<file path="src/rtl/bounded_up_down_counter.sv">
// Up/down counter confined to runtime-programmable bounds [min_val, max_val].
// Supports wrap or saturate at the bounds, clamped parallel load and registered event pulses.
module bounded_up_down_counter #(
    parameter int unsigned     SIZE    = 4,
    parameter logic [SIZE-1:0] RST_VAL = '0
) (
    input  logic            clk,
    input  logic            rst,
    input  logic            en,
    input  logic            up_down,
    input  logic            load,
    input  logic [SIZE-1:0] load_val,
    input  logic [SIZE-1:0] min_val,
    input  logic [SIZE-1:0] max_val,
    input  logic            sat_mode,
    output logic [SIZE-1:0] count,
    output logic            at_max,
    output logic            at_min,
    output logic            wrap_evt,
    output logic            sat_evt,
    output logic            cfg_err
);

    localparam logic [SIZE-1:0] ONE = {{(SIZE-1){1'b0}}, 1'b1};

    logic [SIZE-1:0] count_reg;
    logic [SIZE-1:0] count_next;
    logic            wrap_evt_reg;
    logic            wrap_evt_next;
    logic            sat_evt_reg;
    logic            sat_evt_next;

    assign cfg_err  = (min_val > max_val);
    assign count    = count_reg;
    assign at_max   = (count_reg == max_val);
    assign at_min   = (count_reg == min_val);
    assign wrap_evt = wrap_evt_reg;
    assign sat_evt  = sat_evt_reg;

    // Bounds are compared before stepping, so the +1/-1 never needs a carry bit.
    always_comb begin
        count_next    = count_reg;
        wrap_evt_next = 1'b0;
        sat_evt_next  = 1'b0;
        if (cfg_err) begin
            count_next = count_reg;
        end else if (load) begin
            if (load_val < min_val) begin
                count_next = min_val;
            end else if (load_val > max_val) begin
                count_next = max_val;
            end else begin
                count_next = load_val;
            end
        end else if (en) begin
            if (count_reg > max_val) begin
                count_next = max_val;
            end else if (count_reg < min_val) begin
                count_next = min_val;
            end else if (up_down) begin
                if (count_reg == max_val) begin
                    if (sat_mode) begin
                        sat_evt_next = 1'b1;
                    end else begin
                        count_next    = min_val;
                        wrap_evt_next = 1'b1;
                    end
                end else begin
                    count_next = count_reg + ONE;
                end
            end else begin
                if (count_reg == min_val) begin
                    if (sat_mode) begin
                        sat_evt_next = 1'b1;
                    end else begin
                        count_next    = max_val;
                        wrap_evt_next = 1'b1;
                    end
                end else begin
                    count_next = count_reg - ONE;
                end
            end
        end
    end

    always_ff @(posedge clk) begin
        if (rst) begin
            count_reg    <= RST_VAL;
            wrap_evt_reg <= 1'b0;
            sat_evt_reg  <= 1'b0;
        end else begin
            count_reg    <= count_next;
            wrap_evt_reg <= wrap_evt_next;
            sat_evt_reg  <= sat_evt_next;
        end
    end

endmodule

</file>
<file path="config.mk">
export PLATFORM = sky130hd
export DESIGN_NAME = bounded_up_down_counter
export DESIGN_NICKNAME = d
export VERILOG_FILES = /design/src/rtl/bounded_up_down_counter.sv
export SDC_FILE = /design/constraint.sdc
export NUM_CORES = 1
export LEC_CHECK = 0
export BUFFER_PORTS_ARGS = -buffer_cell sky130_fd_sc_hd__buf_4
export CORE_MARGIN = 8
export CORE_UTILIZATION = 53
export CTS_CLUSTER_SIZE = 30
export DETAILED_ROUTE_END_ITERATION = 7
export HOLD_SLACK_MARGIN = 0.08
export MAX_ROUTING_LAYER = met4
export PLACE_DENSITY_LB_ADDON = 0.08
export SYNTH_ARGS = -nofsm -noshare
export SYNTH_HDL_FRONTEND = slang
export SYNTH_SLANG_ARGS = --single-unit
export TNS_END_PERCENT = 100
</file>
<file path="constraint.sdc">
create_clock -name clk -period 2.9 [get_ports clk]
set_input_delay 0.58 -clock clk [delete_from_list [all_inputs] [get_ports clk]]
set_output_delay 0.58 -clock clk [all_outputs]
set_load 0.01 [all_outputs]
</file>
After elaboration in Yosys (flattened, before gate mapping)
Cells that the tools add are included.

storage, ports and cells
  bits in registers = 6
  bits of input ports = 18
  output and inout bits = 9
  word-level logic and storage cells = 38

operators by class
  $add $sub $neg = 2
  order comparisons = 5
  equal/unequal tests = 4
  muxes and demuxes = 19
  bitwise logic cells = 2
  reductions and logical operators = 3

operator list
  kind                                                   count
  2-to-1 mux 4 bit                                       11
  greater-than comparator 4 bit                          3
  inequality test 6 x 4 -> 1 bit, second input constant  2
  equality test 4 bit                                    2
  less-than comparator 4 bit                             2
  2-to-1 mux 1 bit                                       8
  OR reduction 6 bit                                     1
  adder 4 x 1 -> 4 bit, second input constant            1
  AND reduction 4 bit                                    1
  subtractor 4 x 1 -> 4 bit, second input constant       1
  inverter 1 bit                                         2
  nonzero test 2 bit                                     1

Longest topological paths before layout
Gate-level depths: netlist (run 1).

  depth in word-level cells = 7
  gate-level depth with buffers = 8
  depth with buffers taken out = 8

Worst setup path after synthesis (run 1)
No wires, ideal clock.

  path type = in2reg
  start point = input port max_val[3]
  end point = register sat_evt_reg (netlist: sat_evt)
  setup time = 65 ps
  arrival time = 2269 ps
  required time = 2835 ps
  setup slack = 566 ps
  stages on the path = 8
  path buffers = 0
  cells stage by stage = inv_1 -> ha_1 -> nand4_4 -> mux2_2 -> a221oi_2 -> nand2_1 -> or4b_1 -> nor2_1

between the ends
  cells in the longest elaborated chain, start to end = 3
  elaborated cells between the ends (all ways) = 6
  those cells by class = order compare: 2; eq/ne: 1; mux: 2; reduce/logical: 1

ends and longest elaborated chain
  what                                                                   RTL line  RTL
  from (decl)                                                            14        input logic [SIZE-1:0] max_val,
  branches (longest 3 deep; another with greater-than comparator 4 bit)  n/a
  to (signal assigned)                                                   94        sat_evt_reg <= sat_evt_next;
  to (decl)                                                              30        logic sat_evt_reg;

Several ways; the timed one is not identified.
A chain may end at the register's enable or synchronous reset.

Worst setup path in the final report (run 1)
  start point = register count_reg[0] (netlist: count[0])
  end point = register sat_evt_reg (netlist: sat_evt)

between the ends
  cells in the longest elaborated chain, start to end = 3
  elaborated cells between the ends (all ways) = 8
  those cells by class = order compare: 2; eq/ne: 2; mux: 3; reduce/logical: 1

ends and longest elaborated chain
  what                                                                   RTL line  RTL
  from (decl)                                                            26        logic [SIZE-1:0] count_reg;
  from (signal assigned)                                                 92        count_reg <= count_next;
  branches (longest 3 deep; another with greater-than comparator 4 bit)  n/a

Several ways; the timed one is not identified.

==> results.md, run 1 <==
- Status: completed
- Hold path start: sat_mode
- Fraction of layout cells with a size suffix above 1: around a quarter
- Fin. max-slew vios: 0
- H-tree depth: 1
- Via count: 1109
- First-pass GRT wire length: ~4.8 mm
- Die height: approximately 60 um
- Worst R2R End: sat_evt
- Final Skew: between 0.002 and 0.003 ns
- Remaining routing DRC violations: 0
- Number of global-route vias before repair: around 1100
- Worst-Skew Late Latency: around 0.25 ns
- Final WL: 2.87 mm
- Max-cap violations: 0
- Clock Sink Count: 6
- Synth warn: 0
- CTS tree: yes
- Crit start category: flop
- Row cnt: 16
- WL/cell: about 15 um
- Die Area: between 3000 and 4000 um2
- Type of the worst min-delay path: in2reg
- CTS clk-pin slew, worst paths: 0.05 ns
- Hold_ws: 0.515 ns
- Flops & latches, synth: 6
- CTS Buf Count: 3
- N_diodes: 0
- Total track usage: between 10% and 20%
- RSZ-0062 raised after global routing: no
- Min cycle time layout: 2.50 ns
- Total gr overflow: 0
- Yosys top cell by area: ha_1
- 1st-iter DRT viols: 39
- Maximum clock rate: between 400 and 500 MHz
- Area Growth Syn to Fin: 25.0%
- Post-CTS setup buffers: 0
- DRT Pass-1 Iters: 4
- VDD IR max: around 270 uV
- Power per cell area: 368 nW/um2
- Reg2reg setup slack: 0.40 ns
- Largest cells by area after synthesis: ha_1, dfxtp_1, a21oi_1
- Post-CTS Hold Fix Bufs: 0
- Core area: approximately 1900 um2
- GPL Wtd Cong: just under 0.9
- Final setup viols: 0
- Fillers: around 170
- Boundary Pins: 27
- Leakage dissipation: 0.642 nW
- Post-synth cell types: 34
- Kind of critical path: reg2reg
- CP Capture Type: flop
- Required @ worst endpoint: slightly above 3 ns
- Area share of the largest cell type after synthesis: between 20% and 30%
- R2R depth: 8
- Mapped Cells: 130
- Area after DPL: 1270 um2
- Hold path depth: 2
- CP Data Arrival Time: roughly 2.7 ns
- Setup TNS: 0 ns
- DPL Wire Length: 2.34 mm
- Initial Util: between 50 and 60%
- Initial antenna violation count: 0
- Slew headroom: 64.5%
- Reg2Reg Launch Point: count[0]
- Most frequent cells in the layout: buf_4, ha_1, inv_1
- Final Hold Fails: 0
- Register area share after synthesis: between 10% and 20%
- Final design area excluding fillers: roughly 1300 um2
- Clock Tree Buf Depth: 2
- Worst slew pin tran: 0.533 ns
- Die width: between 60 and 70 um
- DRT antenna net count: 0
- Syn avg cell area: 7.97 um2
- Critical path peak fanout: 8
- Crit share post-route: a little under nine tenths
- Largest net degree at the start of global routing: 11
- Nets@finish: about 200
- Max reg flops: 4
- Via/cell ratio: just under 6
- Commonest non-fill, non-tap cell in the layout: buf_4
- Port Buf Inserts: 26
- CTS root buf: clkbuf_4
- # resized after CTS: 0
- Mapped Area: roughly 1000 um2
- Worst Hold End: wrap_evt
- Post-synth net total: 169
## layer usage
layer  GRT usage (%)  part of all wire [%]  up-vias  wire, um
met5               -                     0        -         0
met4            3.40                  0.87        0        25
met3            4.73                   6.7        2       192
met2            28.0                    46       39      1310
met1            20.6                    47      500      1340
li1                -                     -      568         -
## power breakdown
part           internal (mW)  switching, mW  total (mW)
Sequential            0.0913         0.0224       0.114
Clock                 0.0469         0.0310      0.0779
Combinational          0.130          0.154       0.284
## area by class of cell
class                      count  area, um2  share of cell area, %
multi-input combinational    107        852                   65.8
timing repair buffer          27        203                   15.7
sequential                     6        120                   9.28
tap                           27       33.8                   2.61
clock buffer                   3       22.5                   1.74
inverter                      17       63.8                   4.93
## how the worst max path moves through the flow
stage,slack [ns],to,startpoint
2_1_floorplan,0.57,sat_evt,max_val[3]
3_3_place_gp,0.31,wrap_evt,max_val[3]
3_5_place_dp,0.18,count[1],max_val[3]
4_1_cts,0.42,sat_evt,count[0]
5_1_grt,0.23,count[3],max_val[3]
6_report,0.40,sat_evt,count[0]
## critical path: stages, from the launching register on
cell      delay [ns]
dfxtp_1         0.46
inv_1           0.16
ha_1            0.35
nand4_4         0.18
mux2_2          0.34
a221oi_2        0.25
nand2_1         0.10
or4b_1          0.49
nor2_1          0.10
## cells in the mapped netlist (all sizes together)
cell,instances
inv,17
o21ai,8
o22ai,1
o221ai,1
a211oi,1
nor2b,3
nand3,3
nor2,8
or2,2
and2,1
a32oi,1
o31ai,2
and4,2
a311oi,5
nand3b,2
a22oi,1
o211ai,5
dfxtp,6
nand4,3
a21o,6
o21bai,1
a221oi,1
a41oi,1
o2111ai,3
a21oi,13
or4b,1
nand2,5
mux2,1
mux2i,4
nor3,1
ha,21
## kinds of logic (layout without fill, tap and decap cells)
logic type	count (synthesis)	in the layout	share of synthesized area, %
multiplexers	5	5	4.95
adder cells (fa/ha/maj)	21	21	25.4
flip-flops	6	6	11.6
buffers and inverters	17	47	6.16
AO/OA/AOI/OAI	50	50	34.2
AND/OR/NAND/NOR	31	31	17.8
## metrics by stage
| step | instances | utilization (%) | total power [mW] | setup WS [ns] |
|---|---|---|---|---|
| 2_1_floorplan | 130 | - | 0.302 | 0.566 |
| 3_3_place_gp | 184 | 66.9 | 0.389 | 0.308 |
| 3_5_place_dp | 184 | 66.9 | 0.396 | 0.175 |
| 4_1_cts | 187 | 68.1 | 0.477 | 0.425 |
| 5_1_grt | 187 | 68.1 | 0.522 | 0.232 |
| 6_report | 187 | 68.1 | 0.476 | 0.402 |
(Power assumes the default switching activity.)
==> inputs of run 2 (changes only) <==
Settings changed: CORE_UTILIZATION 53 to 55.
Clock period 2.9 ns to 3.2 ns, I/O delays scaled along.
==> run 2 against run 1 <==
Compared with the run above:
- die area decreased by 2.7%
- highest routed layer unchanged
- critical endpoint is now count[2]
- non-clock buffer count decreased by 1
- routed wire length increased by 4.5%
- worst hold slack improved by 0.070 ns
- critical path type is now in2reg
- first-iteration DRC count decreased by 33%
- combinational power decreased by 8.8%
==> results.md, run 2 (same netlist as run 1, synthesis figures left out) <==
- Status: completed
- Die width: 59.4 um (-1.3%)
- Power per cell area: 334 nW/um2 (-9.0%)
- CTS Buf Count: 3 (unchanged)
- Die Area: 3530 um2 (-2.7%)
- Nets@finish: 200 (-0.50%)
- Slew headroom: 61.8% (-2.7 points)
- Leakage dissipation: 0.637 nW (-0.68%)
- Worst-Skew Late Latency: 0.24 ns (about the same)
- Area Growth Syn to Fin: 24.0%
- WL/cell: 16.3 um (+6.2%)
- Via/cell ratio: 6.28 (+5.8%)
- Port Buf Inserts: 26 (unchanged)
- CP Data Arrival Time: 2.67 ns (about the same)
- First-pass GRT wire length: 4.73 mm (-0.74%)
- Maximum clock rate: approximately 400 MHz
- Most frequent cells in the layout: buf_4, ha_1, inv_1
- Crit share post-route: 79.0%
- Area of the multi-input gates: 852 um2 (unchanged)
- Final setup viols: 0 (unchanged)
- Initial Util: 59.4% (+4.9 points)
- Reg area: 120 um2 (unchanged)
- Clock Sink Count: 6 (unchanged)
- Clock Tree Buf Depth: 2 (unchanged)
- Fillers: 158 (-8.7%)
- Clock Power Share: 15.5% (-0.9 points)
- RSZ-0062 raised after global routing: no
- Reg power frac: 24.2% (+0.3 points)
- Worst R2R End: wrap_evt
- Boundary Pins: 27 (unchanged)
- Net load switching power: 188 uW (-9.4%)
- P_int: 242 uW (-10%)
- Core area: 1750 um2 (-8.2%)
- Kind of critical path: in2reg
- GPL Wtd Cong: 0.955 (+7.3%)
- Via count: 1155 (+4.1%)
- CTS root buf: clkbuf_4
- Total gr overflow: 0 (unchanged)
- Comb power frac: 60.3% (+0.6 points)
- Final Skew: 0.00463 ns (+0.00186 ns)
- DRT antenna net count: 0 (unchanged)
- DRT Pass-1 Iters: 4 (unchanged)
- Total track usage: 17.3% (+0.065 points)
- Post-CTS Hold Fix Bufs: 0 (unchanged)
- Remaining routing DRC violations: 0 (unchanged)
- Initial antenna violation count: 0 (unchanged)
- Row cnt: 15 (-1)
- Reg2reg setup slack: 0.69 ns (+0.29 ns)
- Fraction of layout cells with a size suffix above 1: 23.3% (-0.48 points)
- Pwr Total: 430 uW (-9.7%)
- Die height: 59.4 um (-1.3%)
- DPL Wire Length: 2.42 mm (+3.6%)
- # resized after CTS: 0 (unchanged)
- Sw frac: 43.8% (+0.15 points)
- CTS clk-pin slew, worst paths: 0.04 ns (about the same)
- H-tree depth: 1 (unchanged)
- Number of global-route vias before repair: 1042 (-2.2%)
- Reg2Reg Launch Point: count[0]
- Final WL: 2.99 mm (+4.5%)
- R2R depth: 8 (unchanged)
- Fin. max-slew vios: 0 (unchanged)
- Commonest non-fill, non-tap cell in the layout: buf_4
- 1st-iter DRT viols: 26 (-33%)
- Final Hold Fails: 0 (unchanged)
- N_diodes: 0 (unchanged)
- Min cycle time layout: around 2.5 ns
- Required @ worst endpoint: 3.34 ns (+0.26 ns)
- Crit start category: input pin
- Critical path peak fanout: 8 (unchanged)
- CTS tree: yes
- Setup TNS: 0 ns (unchanged)
- Post-CTS setup buffers: 0 (unchanged)
- CP Capture Type: flop
- Largest net degree at the start of global routing: 11 (unchanged)
- Worst slew pin tran: 0.573 ns (+0.0399 ns)
- Crit path capture: count[2]
- Max-cap violations: 0 (unchanged)
- Max reg flops: 4 (unchanged)
- Crit path from: max_val[3]
- Type of the worst min-delay path: in2reg
- VDD IR max: 237 uV (-11%)
-- run 2: worst max-delay path: stages --
cell and delay, ns:
buf_4 0.08, inv_1 0.09, ha_1 0.37, nand3_1 0.10
o221ai_1 0.34, a221oi_2 0.15, a311oi_2 0.54, nor2_1 0.08
a311oi_1 0.27
-- run 2: final cells by class --
| type | count | share of cell area [%] |
|---|---|---|
| multi-input combinational | 107 | 66.3 |
| timing repair buffer | 26 | 15.2 |
| sequential | 6 | 9.35 |
| inverter | 17 | 4.97 |
| tap | 25 | 2.43 |
| clock buffer | 3 | 1.75 |
-- run 2: worst min path at each step --
| stage | startpoint | to | slack [ns] | depth (start not counted) |
|---|---|---|---|---|
| detailed placement | count[0] | count[0] | 0.60 | 2 |
| floorplan | count[0] | count[0] | 0.58 | 2 |
| global placement | count[0] | count[0] | 0.60 | 2 |
| finish | sat_mode | wrap_evt | 0.58 | 2 |
| global route | sat_mode | wrap_evt | 0.58 | 2 |
| CTS | sat_mode | wrap_evt | 0.58 | 2 |
-- run 2: per-stage QoR --
stage | cells | utilization (%) | hold WS (ns) | area [um2] | setup slack (ns)
floorplan | 130 | - | 0.584 | 1040 | 0.806
global placement | 181 | 72.3 | 0.597 | 1260 | 0.551
detailed placement | 181 | 72.3 | 0.600 | 1260 | 0.483
CTS | 184 | 73.6 | 0.581 | 1280 | 0.723
global route | 184 | 73.6 | 0.577 | 1280 | 0.476
finish | 184 | 73.6 | 0.584 | 1280 | 0.671
-- run 2: power by group through the flow --
stage / clock (mW) / combinational [mW] / sequential (mW)
after detailed placement: 0 / 0.255 / 0.104
after floorplan: 0 / 0.172 / 0.101
final: 0.0665 / 0.259 / 0.104
after CTS: 0.0684 / 0.257 / 0.103
after global placement: 0 / 0.245 / 0.104
after global routing: 0.0745 / 0.286 / 0.105
-- run 2: layer usage --
metal | global-route usage, % | wire length [um] | up-vias
met5 | - | 0 | -
met4 | 3.07 | 10 | 0
met3 | 3.69 | 229 | 2
met2 | 28.7 | 1400 | 52
met1 | 21.0 | 1360 | 537
li1 | - | - | 564
